<file path="src/rtl/plru_pkg.sv">
// Tree-PLRU helper functions and sweep FSM encoding shared by plru_set_array.
// Functions work on trees up to 64 ways; callers pass their own tree depth.
package plru_pkg;

  localparam int PLRU_MAX_WAYS = 64;
  localparam int PLRU_MAX_LVL  = 6;

  typedef logic [PLRU_MAX_WAYS-1:0] tree_t;
  typedef logic [PLRU_MAX_LVL-1:0]  way_t;

  typedef enum logic {IDLE, SWEEP} sweep_state_e;

  // Heap walk: node index grows by appending the branch bit, so it doubles as the path.
  function automatic tree_t plru_update(input tree_t state, input way_t way, input int levels);
    tree_t                 s;
    way_t                  w;
    logic [PLRU_MAX_LVL:0] node;
    logic                  b;
    s    = state;
    w    = way << (PLRU_MAX_LVL - levels);
    node = {{PLRU_MAX_LVL{1'b0}}, 1'b1};
    for (int l = 0; l < PLRU_MAX_LVL; l++) begin
      if (l < levels) begin
        b                          = w[PLRU_MAX_LVL-1];
        s[node[PLRU_MAX_LVL-1:0]]  = b;
        node                       = {node[PLRU_MAX_LVL-1:0], b};
        w                          = w << 1;
      end
    end
    return s;
  endfunction

  function automatic way_t plru_victim(input tree_t state, input int levels);
    logic [PLRU_MAX_LVL:0] node;
    logic                  b;
    way_t                  mask;
    node = {{PLRU_MAX_LVL{1'b0}}, 1'b1};
    for (int l = 0; l < PLRU_MAX_LVL; l++) begin
      if (l < levels) begin
        b    = ~state[node[PLRU_MAX_LVL-1:0]];
        node = {node[PLRU_MAX_LVL-1:0], b};
      end
    end
    mask = way_t'((7'd1 << levels) - 7'd1);
    return node[PLRU_MAX_LVL-1:0] & mask;
  endfunction

  function automatic way_t lowest_set(input tree_t mask);
    way_t  r;
    logic  found;
    tree_t m;
    r     = '0;
    found = 1'b0;
    m     = mask;
    for (int i = 0; i < PLRU_MAX_WAYS; i++) begin
      if (!found && m[0]) begin
        r     = way_t'(i);
        found = 1'b1;
      end
      m = m >> 1;
    end
    return r;
  endfunction

endpackage

</file>
<file path="src/rtl/plru_set_array_if.sv">
// Touch / victim-request / flush bundle between refill logic and plru_set_array.
interface plru_set_array_if #(
  parameter  int NWAYS = 8,
  parameter  int NSETS = 16,
  localparam int WAY_W = $clog2(NWAYS),
  localparam int SET_W = (NSETS > 1) ? $clog2(NSETS) : 1
);
  logic             flush;
  logic             busy;
  logic             touch_valid;
  logic [SET_W-1:0] touch_set;
  logic [WAY_W-1:0] touch_way;
  logic             vreq_valid;
  logic             vreq_ready;
  logic [SET_W-1:0] vreq_set;
  logic [NWAYS-1:0] vreq_inv_mask;
  logic             vrsp_valid;
  logic [WAY_W-1:0] vrsp_way;

  modport master (
    output flush, touch_valid, touch_set, touch_way, vreq_valid, vreq_set, vreq_inv_mask,
    input  busy, vreq_ready, vrsp_valid, vrsp_way
  );

  modport slave (
    input  flush, touch_valid, touch_set, touch_way, vreq_valid, vreq_set, vreq_inv_mask,
    output busy, vreq_ready, vrsp_valid, vrsp_way
  );
endinterface

</file>
<file path="src/rtl/plru_tree.sv">
// Combinational wrapper around one PLRU tree: touch update and victim walk.
module plru_tree
  import plru_pkg::*;
#(
  parameter  int NWAYS = 8,
  localparam int WAY_W = $clog2(NWAYS)
) (
  input  logic [NWAYS-1:0] state,
  input  logic [WAY_W-1:0] way,
  output logic [NWAYS-1:0] next_state,
  output logic [WAY_W-1:0] victim
);

  assign next_state = NWAYS'(plru_update(tree_t'(state), way_t'(way), WAY_W));
  assign victim     = WAY_W'(plru_victim(tree_t'(state), WAY_W));

endmodule

</file>
<file path="src/rtl/plru_set_array.sv">
// Per-set tree-PLRU state with forwarded victim lookup and a clearing sweep.
// Define PLRU_VICTIM_TOUCH_EN to make each granted victim the MRU way of its set.
module plru_set_array
  import plru_pkg::*;
#(
  parameter  int NWAYS = 8,
  parameter  int NSETS = 16,
  localparam int WAY_W = $clog2(NWAYS),
  localparam int SET_W = (NSETS > 1) ? $clog2(NSETS) : 1
) (
  input  logic            clk,
  input  logic            reset,
  plru_set_array_if.slave bus
);

  logic [NWAYS-1:0] mem [NSETS];

  sweep_state_e     state_q, state_d;
  logic [SET_W-1:0] ptr_q, ptr_d;
  logic             busy;
  logic [SET_W-1:0] t_set, v_set;
  logic             touch_en, accept;
  logic [NWAYS-1:0] touch_next, fwd_state, vic_next;
  logic [WAY_W-1:0] unused_touch_victim, tree_victim, victim_way;
  logic             vrsp_vld_p1;
  logic [WAY_W-1:0] vrsp_way_p1;

  assign t_set = (NSETS == 1) ? '0 : bus.touch_set;
  assign v_set = (NSETS == 1) ? '0 : bus.vreq_set;

  always_ff @(posedge clk) begin
    if (reset) begin
      state_q <= SWEEP;
      ptr_q   <= '0;
    end else begin
      state_q <= state_d;
      ptr_q   <= ptr_d;
    end
  end

  always_comb begin
    state_d = state_q;
    ptr_d   = ptr_q;
    case (state_q)
      IDLE: begin
        if (bus.flush) begin
          state_d = SWEEP;
          ptr_d   = '0;
        end
      end
      SWEEP: begin
        ptr_d = ptr_q + SET_W'(1);
        if (ptr_q == SET_W'(NSETS - 1)) state_d = IDLE;
      end
    endcase
  end

  assign busy           = (state_q == SWEEP);
  assign bus.busy       = busy;
  assign bus.vreq_ready = !busy;

  // A flush in the same cycle wins over a touch.
  assign touch_en = bus.touch_valid && !busy && !bus.flush;
  assign accept   = bus.vreq_valid && !busy;

  plru_tree #(.NWAYS(NWAYS)) u_touch_tree (
    .state      (mem[t_set]),
    .way        (bus.touch_way),
    .next_state (touch_next),
    .victim     (unused_touch_victim)
  );

  assign fwd_state  = (touch_en && (t_set == v_set)) ? touch_next : mem[v_set];
  assign victim_way = (|bus.vreq_inv_mask)
                    ? WAY_W'(lowest_set(tree_t'(bus.vreq_inv_mask)))
                    : tree_victim;

  plru_tree #(.NWAYS(NWAYS)) u_vic_tree (
    .state      (fwd_state),
    .way        (victim_way),
    .next_state (vic_next),
    .victim     (tree_victim)
  );

`ifndef PLRU_VICTIM_TOUCH_EN
  logic unused_vic_next;
  assign unused_vic_next = ^vic_next;
`endif

  // Array write port; the victim touch, when enabled, lands last so it already contains any same-set touch.
  always_ff @(posedge clk) begin
    if (busy) begin
      mem[ptr_q] <= '0;
    end else begin
      if (touch_en) mem[t_set] <= touch_next;
`ifdef PLRU_VICTIM_TOUCH_EN
      if (accept) mem[v_set] <= vic_next;
`endif
    end
  end

  // Stage p1: registered victim response.
  always_ff @(posedge clk) begin
    if (reset) begin
      vrsp_vld_p1 <= 1'b0;
      vrsp_way_p1 <= '0;
    end else begin
      vrsp_vld_p1 <= accept;
      if (accept) vrsp_way_p1 <= victim_way;
    end
  end

  assign bus.vrsp_valid = vrsp_vld_p1;
  assign bus.vrsp_way   = vrsp_way_p1;

endmodule

</file>
<file path="src/flat_wrapper.sv">
// flat-port wrapper written by rule: the top's interface ports become plain ports
module plru_set_array_flat import plru_pkg::*;
#(
  parameter  int NWAYS = 8,
  parameter  int NSETS = 16,
  localparam int WAY_W = $clog2(NWAYS),
  localparam int SET_W = (NSETS > 1) ? $clog2(NSETS) : 1
)
  (clk, reset, bus_flush, bus_touch_valid, bus_touch_set, bus_touch_way, bus_vreq_valid, bus_vreq_set, bus_vreq_inv_mask, bus_busy, bus_vreq_ready, bus_vrsp_valid, bus_vrsp_way);
  plru_set_array_if #(.NWAYS(NWAYS), .NSETS(NSETS)) bus_i ();
  input  logic clk;
  input  logic reset;
  input wire logic [$bits(bus_i.flush)-1:0] bus_flush;
  input wire logic [$bits(bus_i.touch_valid)-1:0] bus_touch_valid;
  input wire logic [$bits(bus_i.touch_set)-1:0] bus_touch_set;
  input wire logic [$bits(bus_i.touch_way)-1:0] bus_touch_way;
  input wire logic [$bits(bus_i.vreq_valid)-1:0] bus_vreq_valid;
  input wire logic [$bits(bus_i.vreq_set)-1:0] bus_vreq_set;
  input wire logic [$bits(bus_i.vreq_inv_mask)-1:0] bus_vreq_inv_mask;
  output wire logic [$bits(bus_i.busy)-1:0] bus_busy;
  output wire logic [$bits(bus_i.vreq_ready)-1:0] bus_vreq_ready;
  output wire logic [$bits(bus_i.vrsp_valid)-1:0] bus_vrsp_valid;
  output wire logic [$bits(bus_i.vrsp_way)-1:0] bus_vrsp_way;
  assign bus_i.flush = bus_flush;
  assign bus_i.touch_valid = bus_touch_valid;
  assign bus_i.touch_set = bus_touch_set;
  assign bus_i.touch_way = bus_touch_way;
  assign bus_i.vreq_valid = bus_vreq_valid;
  assign bus_i.vreq_set = bus_vreq_set;
  assign bus_i.vreq_inv_mask = bus_vreq_inv_mask;
  assign bus_busy = bus_i.busy;
  assign bus_vreq_ready = bus_i.vreq_ready;
  assign bus_vrsp_valid = bus_i.vrsp_valid;
  assign bus_vrsp_way = bus_i.vrsp_way;
  plru_set_array #(.NWAYS(NWAYS), .NSETS(NSETS)) u_core (.clk(clk), .reset(reset), .bus(bus_i));
endmodule
</file>
<file path="config.mk">
export PLATFORM = sky130hd
export DESIGN_NAME = plru_set_array_flat
export DESIGN_NICKNAME = d
export VERILOG_FILES = /design/src/rtl/plru_pkg.sv /design/src/rtl/plru_set_array_if.sv /design/src/rtl/plru_tree.sv /design/src/rtl/plru_set_array.sv /design/src/flat_wrapper.sv
export SDC_FILE = /design/constraint.sdc
export NUM_CORES = 1
export LEC_CHECK = 0
export BUFFER_PORTS_ARGS = -buffer_cell sky130_fd_sc_hd__buf_2
export CAP_MARGIN = 20
export CORE_MARGIN = 2
export CORE_UTILIZATION = 50
export DETAILED_ROUTE_END_ITERATION = 8
export GPL_TIMING_DRIVEN = 0
export PLACE_DENSITY = 0.78
export SYNTH_ARGS = -nofsm -noshare
export SYNTH_HDL_FRONTEND = slang
export SYNTH_SLANG_ARGS = --single-unit
</file>
<file path="constraint.sdc">
create_clock -name clk -period 3 [get_ports clk]
set_input_delay 0.45 -clock clk [delete_from_list [all_inputs] [get_ports clk]]
set_output_delay 0.45 -clock clk [all_outputs]
set_load 0.05 [all_outputs]
</file>
==> flow_metrics.tcl <==
set metrics [dict create \
    p_seq_frac 0.467 \
    async_reset_ff_frac 0 \
    synth_nets 415 \
    p_sw_mw 0.968 \
    vias_per_cell 6.84 \
    drive_gt1_frac 0.285 \
    rrSetupSlack_ns 0.05 \
    fin_nets 461 \
    power.total_mw 4.02 \
    ir_drop_mv 0.353 \
    track_usage 0.255 \
    min_path_cells 2 \
    crit_type "flop to flop" \
    cp_max_fo 10 \
    antenna_found_initial 0 \
    cts_hold_buf 0 \
    finalMaxSlewViolations 0 \
    crit_path_end_kind "flop" \
    cts_max_level 4 \
    hp-start "reset" \
    dieHeight_um 113 \
    dr.pass1.iters 6 \
    timing.critical_path.arrival_ns 2.99 \
    cts_made_buffers 17 \
    dr_wl_met2_um 6920 \
    status "finished clean" \
    fmax_mhz 339 \
    drcViolationCount 0 \
    synth-main-ff-cell "edfxtp_1" \
    hold_end "u_core.ptr_q[2]$_SDFFE_PP0P_" \
    clk_pin_slew_ns 0.05 \
    routed_wirelength_um 15500 \
    grt_pass1_vias 3992 \
    synth-edff-count 112 \
    hold_viol 0 \
    synthCells 390 \
    hpwl_um 10100 \
    yosysWarnings 0 \
    setup_viol_count_final 0 \
    wl_met3_um 1830 \
    switching_share 0.241 \
    synth_area_um2 5980 \
    finalClockSkew_ns 0.00667 \
    clk-insertion-delay-late_ns 0.42 \
    post-route-period-util 0.984 \
    met1_length_um 5960 \
    place_area_um2 6280 \
    grt_overflow 0 \
    ant_nets 0 \
    clk_path_buf_depth 2 \
    area_delta_synth_final_pct 14.3 \
    port_buffers 24 \
    clock-sinks 121 \
    die_w_um 113 \
    r2r-end "u_core.mem[3][5]$_DFFE_PP_" \
    p_comb_frac 0.086 \
    ctsResizeCount 0 \
    highest_layer "met4" \
    cp_data_required_time_ns 3.03 \
    hold_path_class "primary input to flop" \
    grt_max_degree 17 \
    fin_area_um2 6830 \
    final_common_cell "edfxtp_1" \
    r2r-start "u_core.bus.busy$_SDFF_PP1_" \
    synth_seq_cells 121 \
    dieArea_um2 12800 \
    slew_headroom 0.210 \
    pin_count 30 \
    cap_viol_max_count 0 \
    wire_per_inst_um 26.2 \
    power.internal_mw 3.05 \
    power_frac_clock 0.447 \
    cts_root_buf "clkbuf_16" \
    rows 39 \
    vias 4050 \
    ys_types 52 \
    final_core_util 0.591 \
    cp-start-kind "flop" \
    coreArea_um2 11600 \
    drt_iter0_markers 579 \
    num_antenna_cells 0 \
    cts_setup_buffers 0 \
    grt_pass1_wl_um 23300 \
    fin_crit_ns 2.95 \
    cts_tree "done" \
    worstMarginPinSlew_ns 1.18 \
    layout_common_cells "112 x edfxtp_1, 45 x mux4_2, 37 x nor2_1" \
    reg2reg_depth 7 \
    place_congestion 0.970 \
    initial_utilization 0.517 \
    powerDensity_nw_per_um2 588 \
    ys_seq_area_frac 0.593 \
    avgSynthCellArea_um2 15.3 \
    cellLeakagePower_nw 2.44 \
    rsz0062_at_grt "true" \
]
## cells in the mapped netlist, types with 2 or more instances
master / count / area [um2]
a22oi_1: 6 / 45.0
o2111ai_1: 5 / 43.8
mux2_2: 4 / 45.0
nand2b_1: 5 / 31.3
nor4_1: 3 / 18.8
mux2i_4: 2 / 45.0
buf_6: 3 / 33.8
o21ai_1: 2 / 10.0
xor2_1: 2 / 17.5
and2_1: 2 / 12.5
mux2i_1: 24 / 240
clkbuf_1: 9 / 33.8
inv_1: 8 / 30.0
o21ai_0: 3 / 15.0
nand2_1: 18 / 67.6
dfxtp_1: 9 / 180
a31oi_1: 8 / 50.1
nor3_1: 7 / 35.0
nor2_1: 39 / 146
and3_1: 3 / 18.8
buf_4: 4 / 30.0
xnor2_1: 2 / 17.5
nand3_1: 11 / 55.1
edfxtp_1: 112 / 3360
a2bb2oi_1: 2 / 17.5
mux4_2: 45 / 1010
buf_2: 7 / 35.0
mux2_1: 2 / 22.5
o211ai_1: 2 / 15.0
nor2b_1: 6 / 37.5
a21oi_1: 9 / 45.0
or2_2: 2 / 12.5
o22ai_1: 5 / 31.3
## critical path: stages (launching register included)
cell and delay [ns]:
dfxtp_1 0.31, clkbuf_1 0.29, nor2_1 0.18, nand2_1 0.17
clkbuf_1 0.45, nand3_1 0.17, o21a_1 0.17, nor2_1 0.82
## per-stage QoR
stage,setup slack [ns],TNS (ns),hold slack (ns),cells
global placement,-0.262,-12.69,0.438,557
detailed placement,-0.361,-15.81,0.447,558
floorplan,0.507,0,0.492,390
CTS,0.0542,0,0.250,590
finish,0.0489,0,0.257,592
global route,-0.0192,-0.203,0.264,592
## routing by layer
layer,track usage,vias up
met2,0.371,326
met5,0,-
met4,0.147,0
met3,0.0734,63
li1,-,1667
met1,0.345,1994
## logic make-up after synthesis
| group | count (synthesis) | share of synthesized area |
|---|---|---|
| AO/OA/AOI/OAI | 53 | 0.0609 |
| XOR/XNOR | 4 | 0.00586 |
| adder cells (fa/ha/maj) | 1 | 0.00209 |
| buffers and inverters | 33 | 0.0285 |
| flip-flops | 121 | 0.593 |
| multiplexers | 78 | 0.231 |
| AND/OR/NAND/NOR | 100 | 0.0787 |
## cell type report
cell class,count,area [um2]
fill,859,4730
sequential,121,3540
multi-input combinational,236,2270
clock buffer,17,425
tap,143,179
timing repair buffer,27,143
buffer,24,136
clock inverter,15,105
inverter,9,33.8
## power by group through the flow
stage	clock (mW)	sequential [mW]	combinational, mW
final	1.80	1.88	0.346
after global routing	1.88	1.88	0.361
after CTS	1.80	1.88	0.336
after detailed placement	0	1.91	0.333
after global placement	0	1.91	0.328
after floorplan	0	1.90	0.237
## state kept, by name (all words and copies together) (netlist names)
| signal | cells |
|---|---|
| u_core.mem | 112 |
| u_core.ptr_q | 4 |
| u_core.bus.vrsp_way | 3 |
| u_core.bus.vrsp_valid | 1 |
| u_core.bus.busy | 1 |
## how the worst max path moves through the flow
stage                                    start                                  end  slack [ns]  cells after the start
CTS                           bus_touch_set[2]           u_core.mem[2][7]$_DFFE_PP_        0.05                      7
detailed placement            bus_touch_set[2]           u_core.mem[7][7]$_DFFE_PP_       -0.36                      7
global route        u_core.bus.busy$_SDFF_PP1_           u_core.mem[3][6]$_DFFE_PP_       -0.02                      7
finish              u_core.bus.busy$_SDFF_PP1_           u_core.mem[3][5]$_DFFE_PP_        0.05                      7
floorplan                      bus_vreq_set[0]  u_core.bus.vrsp_way[0]$_SDFFE_PP0P_        0.51                      9
global placement              bus_touch_set[2]           u_core.mem[7][7]$_DFFE_PP_       -0.26                      7
Power figures use the tool's default switching activity.
